$ cat src/rtl/lcd_text_ctrl.sv
// HD44780 8-bit text refresher: init commands, line 1, optional line 2, cursor home.
// Define LCD_LINE2_EN to enable the second display line (ADDR2/LINE2 steps and buffer half).
module lcd_text_ctrl #(
  parameter int CLK_DIV = 10000000,
  parameter int MSG_LEN = 16,
  parameter int ADDR_W  = 5
) (
  input  logic              clk,
  input  logic              rst,
  input  logic              start,
  input  logic              char_we,
  input  logic [ADDR_W-1:0] char_addr,
  input  logic [7:0]        char_data,
  output logic              busy,
  output logic              done,
  output logic              rs,
  output logic              rw,
  output logic              en,
  output logic [7:0]        db
);

  localparam int CNT_W = $clog2(CLK_DIV);
`ifdef LCD_LINE2_EN
  localparam int BUF_LEN = 2 * MSG_LEN;
`else
  localparam int BUF_LEN = MSG_LEN;
`endif
  localparam logic [CNT_W-1:0] CNT_LAST  = CNT_W'(CLK_DIV - 1);
  localparam logic [CNT_W-1:0] EN_HI     = CNT_W'(CLK_DIV / 2);
  localparam logic [4:0]       LAST_CHAR = 5'(MSG_LEN - 1);

  typedef enum logic [2:0] {IDLE, INIT, LINE1, ADDR2, LINE2, HOME, FIN} state_t;

  state_t             state, state_nx;
  logic [CNT_W-1:0]   cnt, cnt_nx;
  logic [4:0]         idx, idx_nx;
  logic               rs_q;
  logic [7:0]         db_q;
  logic               active;
  logic               step_rs;
  logic [7:0]         step_db;
  logic               step_last;
  logic [7:0]         cur_char;
  int                 rd_idx;
  logic [BUF_LEN*8-1:0] buffer;

  // Character buffer; writes are only accepted while no refresh is running.
  always_ff @(posedge clk) begin
    if (rst) begin
      buffer <= {BUF_LEN{8'h20}};
    end else if (char_we && !busy) begin
      for (int i = 0; i < BUF_LEN; i++) begin
        if (32'(char_addr) == i) buffer[i*8 +: 8] <= char_data;
      end
    end
  end

  always_comb begin
    rd_idx   = int'(idx) + ((state == LINE2) ? MSG_LEN : 0);
    cur_char = 8'h20;
    for (int i = 0; i < BUF_LEN; i++) begin
      if (rd_idx == i) cur_char = buffer[i*8 +: 8];
    end
  end

  always_comb begin
    step_rs   = 1'b0;
    step_db   = 8'h00;
    step_last = 1'b1;
    case (state)
      INIT: begin
        case (idx[1:0])
          2'd0:    step_db = 8'h38;
          2'd1:    step_db = 8'h0C;
          2'd2:    step_db = 8'h06;
          default: step_db = 8'h01;
        endcase
        step_last = (idx == 5'd3);
      end
      LINE1, LINE2: begin
        step_rs   = 1'b1;
        step_db   = cur_char;
        step_last = (idx == LAST_CHAR);
      end
      ADDR2:   step_db = 8'hC0;
      HOME:    step_db = 8'h02;
      default: ;
    endcase
  end

  always_comb begin
    state_nx = state;
    cnt_nx   = cnt;
    idx_nx   = idx;
    active   = (state != IDLE) && (state != FIN);
    case (state)
      IDLE: begin
        if (start) begin
          state_nx = INIT;
          cnt_nx   = '0;
          idx_nx   = '0;
        end
      end
      FIN: state_nx = IDLE;
      default: begin
        if (cnt == CNT_LAST) begin
          cnt_nx = '0;
          if (step_last) begin
            idx_nx = '0;
            case (state)
              INIT:  state_nx = LINE1;
`ifdef LCD_LINE2_EN
              LINE1: state_nx = ADDR2;
`else
              LINE1: state_nx = HOME;
`endif
              ADDR2: state_nx = LINE2;
              LINE2: state_nx = HOME;
              default: state_nx = FIN;
            endcase
          end else begin
            idx_nx = idx + 5'd1;
          end
        end else begin
          cnt_nx = cnt + 1'b1;
        end
      end
    endcase

    // Bus value appears at count 0 straight from the step decode, then is held.
    busy = active;
    done = (state == FIN);
    rw   = 1'b0;
    en   = active && (cnt != '0) && (cnt <= EN_HI);
    rs   = (active && cnt == '0) ? step_rs : rs_q;
    db   = (active && cnt == '0) ? step_db : db_q;
  end

  always_ff @(posedge clk) begin
    if (rst) begin
      state <= IDLE;
      cnt   <= '0;
      idx   <= '0;
      rs_q  <= 1'b0;
      db_q  <= 8'h00;
    end else begin
      state <= state_nx;
      cnt   <= cnt_nx;
      idx   <= idx_nx;
      if (active && cnt == '0) begin
        rs_q <= step_rs;
        db_q <= step_db;
      end
    end
  end

endmodule

$ cat config.mk
export PLATFORM = sky130hd
export DESIGN_NAME = lcd_text_ctrl
export DESIGN_NICKNAME = d
export VERILOG_FILES = /design/src/rtl/lcd_text_ctrl.sv
export SDC_FILE = /design/constraint.sdc
export NUM_CORES = 1
export LEC_CHECK = 0
export ABC_AREA = 1
export CAP_MARGIN = 10
export CORE_UTILIZATION = 45
export CTS_CLUSTER_DIAMETER = 120
export DETAILED_ROUTE_END_ITERATION = 12
export PLACE_DENSITY = 0.68
export SYNTH_ARGS = -nofsm -noshare
export SYNTH_HDL_FRONTEND = slang
export SYNTH_SLANG_ARGS = --single-unit
$ cat constraint.sdc
create_clock -name clk -period 4.04 [get_ports clk]
set_input_delay 0.404 -clock clk [delete_from_list [all_inputs] [get_ports clk]]
set_output_delay 0.404 -clock clk [all_outputs]
set_load 0.1 [all_outputs]
==> metrics.md <==
| Metric | Value |
|---|---|
| Die ar. | `approximately 19000 um2` |
| Largest net degree at the start of global routing | `48` |
| Max-slew violation count | `0` |
| Ys Warns | `0` |
| Setup bufs post-CTS | `0` |
| Commonest non-fill, non-tap cells in the layout | `nand2_1 (232), dfxtp_1 (169), inv_1 (156)` |
| Distinct cells, synth | `50` |
| Slowest CP cell | `dfxtp_1` |
| Drt wl/cell | `15.1 um` |
| Critical path endpoint category | `primary output` |
| Cts hold-fix bufs | `0` |
| Status | `finished with violations` |
| DRT antenna net count | `0` |
| CORE AREA | `18100 um2` |
| Routability cong. | `0.908` |
| Sequential-to-total area share from yosys stat | `40.2%` |
| Initial Util | `between 40% and 50%` |
| RSZ-0062 raised after global routing | `no` |
| CTS tree | `done` |
| I/O pins | `30` |
| Final period util | `~91%` |
| CTS Sinks | `169` |
| Hold Violations, Final | `0` |
| Slew @ Worst Pin | `slightly below 1000 ps` |
| Critical path class | `reg2out` |
| Critical Path RT | `3640 ps` |
| Largest stage delay on the critical path | `between 300 and 400 ps` |
| VDD IR max | `0.531 mV` |
| Yosys reg bits | `between 150 and 200` |
| Final worst slack | `344 ps` |
| # resized after CTS | `0` |
| Hold WC Path Type | `reg2reg` |
| Setup Skew | `between 8 and 9 ps` |
| Pre-CTS setup slack | `803 ps` |
| Commonest non-fill, non-tap cell in the layout | `nand2_1` |
| Min Tclk post-route | `3700 ps` |
| Maximum Capacitance Violations | `0` |
| Final setup violating endpoints | `0` |
| Nets | `1272` |
| Gr usage total | `24.0%` |
| Delay-heaviest family, CP | `simple AND/OR/NAND/NOR gates` |
| Root Driver | `clkbuf_16` |
| Syn nets | `1256` |
| CTS H-tree lvls | `4` |
| Total number of vias | `7892` |
| Vias in the first global route | `7212` |
| Top-area cell type share of the netlist area | `40.2%` |
| Yosys top cell by area | `dfxtp_1` |
| Antenna violations before repair | `0` |
| Drt first-iter violations | `645` |
| CP Cell Sequence | `inv_1, ha_1, inv_1, nor2_2, nand4_1, nand3_1, nand3_1, nand3_1, nand2_1, nand2_1, nand2_1, nand2_1, nand2_1, nand3_1, nand3_1, nand4_1, nand2_1, nand2_1, nand2_1, nand2_1, nand2_1, nand2_1, buf_4` |
| Reg clk slew, reported paths | `70 ps` |
| Syn_area_per_cell | `a little under 7 um2` |
| Total CTS buffers | `17` |
| Port Buffers | `28` |
| Setup tns final | `0 ps` |
| F_max | `0.271 GHz` |
| HPWL Detailed | `between 15 and 20 mm` |
| Pwr dens | `between 500 and 600 nW/um2` |
| Worst Path Buf+Inv | `3` |
| DR pass1 iterations | `9` |
| First-pass GRT wire length | `~37 mm` |
| P&R area growth vs syn | `12.7%` |
| Die width | `139 um` |
| Startpoint Class | `register` |
| Crit path max fanout | `6` |
| Post-Syn Instances | `between 1000 and 1500` |
| Num rows | `between 40 and 50` |
| Top cells by area, synth | `dfxtp_1 (40%), nand2_1 (10%), o21ai_0 (7.9%)` |
| Worst skew pair latency | `440 ps` |
| Most used cell, CP | `nand2_1` |
| Crit path DAT | `3290 ps` |
| Diodes inserted | `0` |
| Buffer levels on the longest clock path | `2` |
| Lkg Pwr | `3.98 nW` |
| Fraction of layout instances using a drive strength above 1 | `9.75%` |
| Total Routed Length | `22.5 mm` |
| Cell Area, Synth | `8410 um2` |
| Relative slew slack | `35.7%` |
| Hold Worst Slack | `444 ps` |
| DRC | `4` |
| Failing checks | `design-rule violations` |
| Die Ht | `139 um` |
| Vias per Instance | `5.30` |
| Global route overflow | `0` |
[stage by stage]
stage / std cells / utilization, % / total power, W / instance area (um2)
after floorplan: 1232 / - / 0.00321 / 8420
after global placement: 1458 / 48.9 / 0.00362 / 8880
after detailed placement: 1458 / 48.9 / 0.00363 / 8880
after CTS: 1490 / 52.2 / 0.00529 / 9480
after global routing: 1490 / 52.2 / 0.00551 / 9480
final: 1490 / 52.2 / 0.00527 / 9480
[registers in the layout, summed over array words and instances, names as in the netlist]
register  flops
state         3
db_q          8
buffer      128
idx           5
rs_q          1
cnt          24
[logic make-up after synthesis]
family,synth area share [%]
adder cells (fa/ha/maj),1.04
other,0.0446
buffers and inverters,10.6
AO/OA/AOI/OAI,19.8
XOR/XNOR,0.104
AND/OR/NAND/NOR,28.2
flip-flops,40.2
[Yosys cell counts, drive strengths merged]
cell,n
nand3,59
o211ai,18
o21a,4
nand4,17
and3,1
xor2,1
nor3,33
a211oi,10
o22ai,1
nor2,148
a21oi,118
a2111oi,4
inv,174
nand2,239
clkbuf,34
a221oi,1
o21bai,2
dfxtp,169
o21ai,144
buf,16
nor4,9
a31oi,4
conb,1
or2,11
ha,7
nor3b,2
a221o,1
nand3b,1
clkinv,3
[worst register-to-register path: stages (launching register included)]
cell     delay (ps)
dfxtp_1         430
inv_1            80
nor2_1          230
inv_2            60
nor2_2          140
inv_2            80
nand2_1         160
nand2_1         200
nor3_1          370
inv_1           110
nor2_1          460
inv_1           210
nor2_1          130
nor2_1           70
[power by group]
part           internal [W]  switching, W  leakage [nW]
Clock              0.000952      0.000723         0.284
Combinational      0.000417       0.00138          2.33
Sequential          0.00174     0.0000556          1.36
Total               0.00311       0.00216          3.98
[final timing paths]
kind / startpoint / to / slack, ps / cells past startpoint
setup / recovery: idx[0]$_SDFFE_PP0P_ / db[3] / 340 / 23
hold / removal: buffer[75]$_SDFFE_PP0P_ / buffer[75]$_SDFFE_PP0P_ / 440 / 2
setup reg to reg: state[1]$_SDFFE_PP0P_ / buffer[44]$_SDFFE_PP0P_ / 1210 / 13
hold reg to reg: buffer[75]$_SDFFE_PP0P_ / buffer[75]$_SDFFE_PP0P_ / 440 / 2
[layer usage]
layer  track usage [%]  part of all wire, %  up-vias
met4              7.19                  1.9        0
li1                  -                    -     4054
met3              4.94                  5.0       31
met1              32.1                   47     3615
met5                 0                    0        -
met2              38.8                   46      192
[cell type report]
class / count / area (um2)
multi-input combinational: 836 / 4150
inverter: 177 / 672
clock buffer: 20 / 457
clock inverter: 12 / 140
timing repair buffer: 47 / 398
tap: 229 / 287
fill: 1831 / 8670
sequential: 169 / 3380
Note: power is estimated with default switching activity, not from simulation.
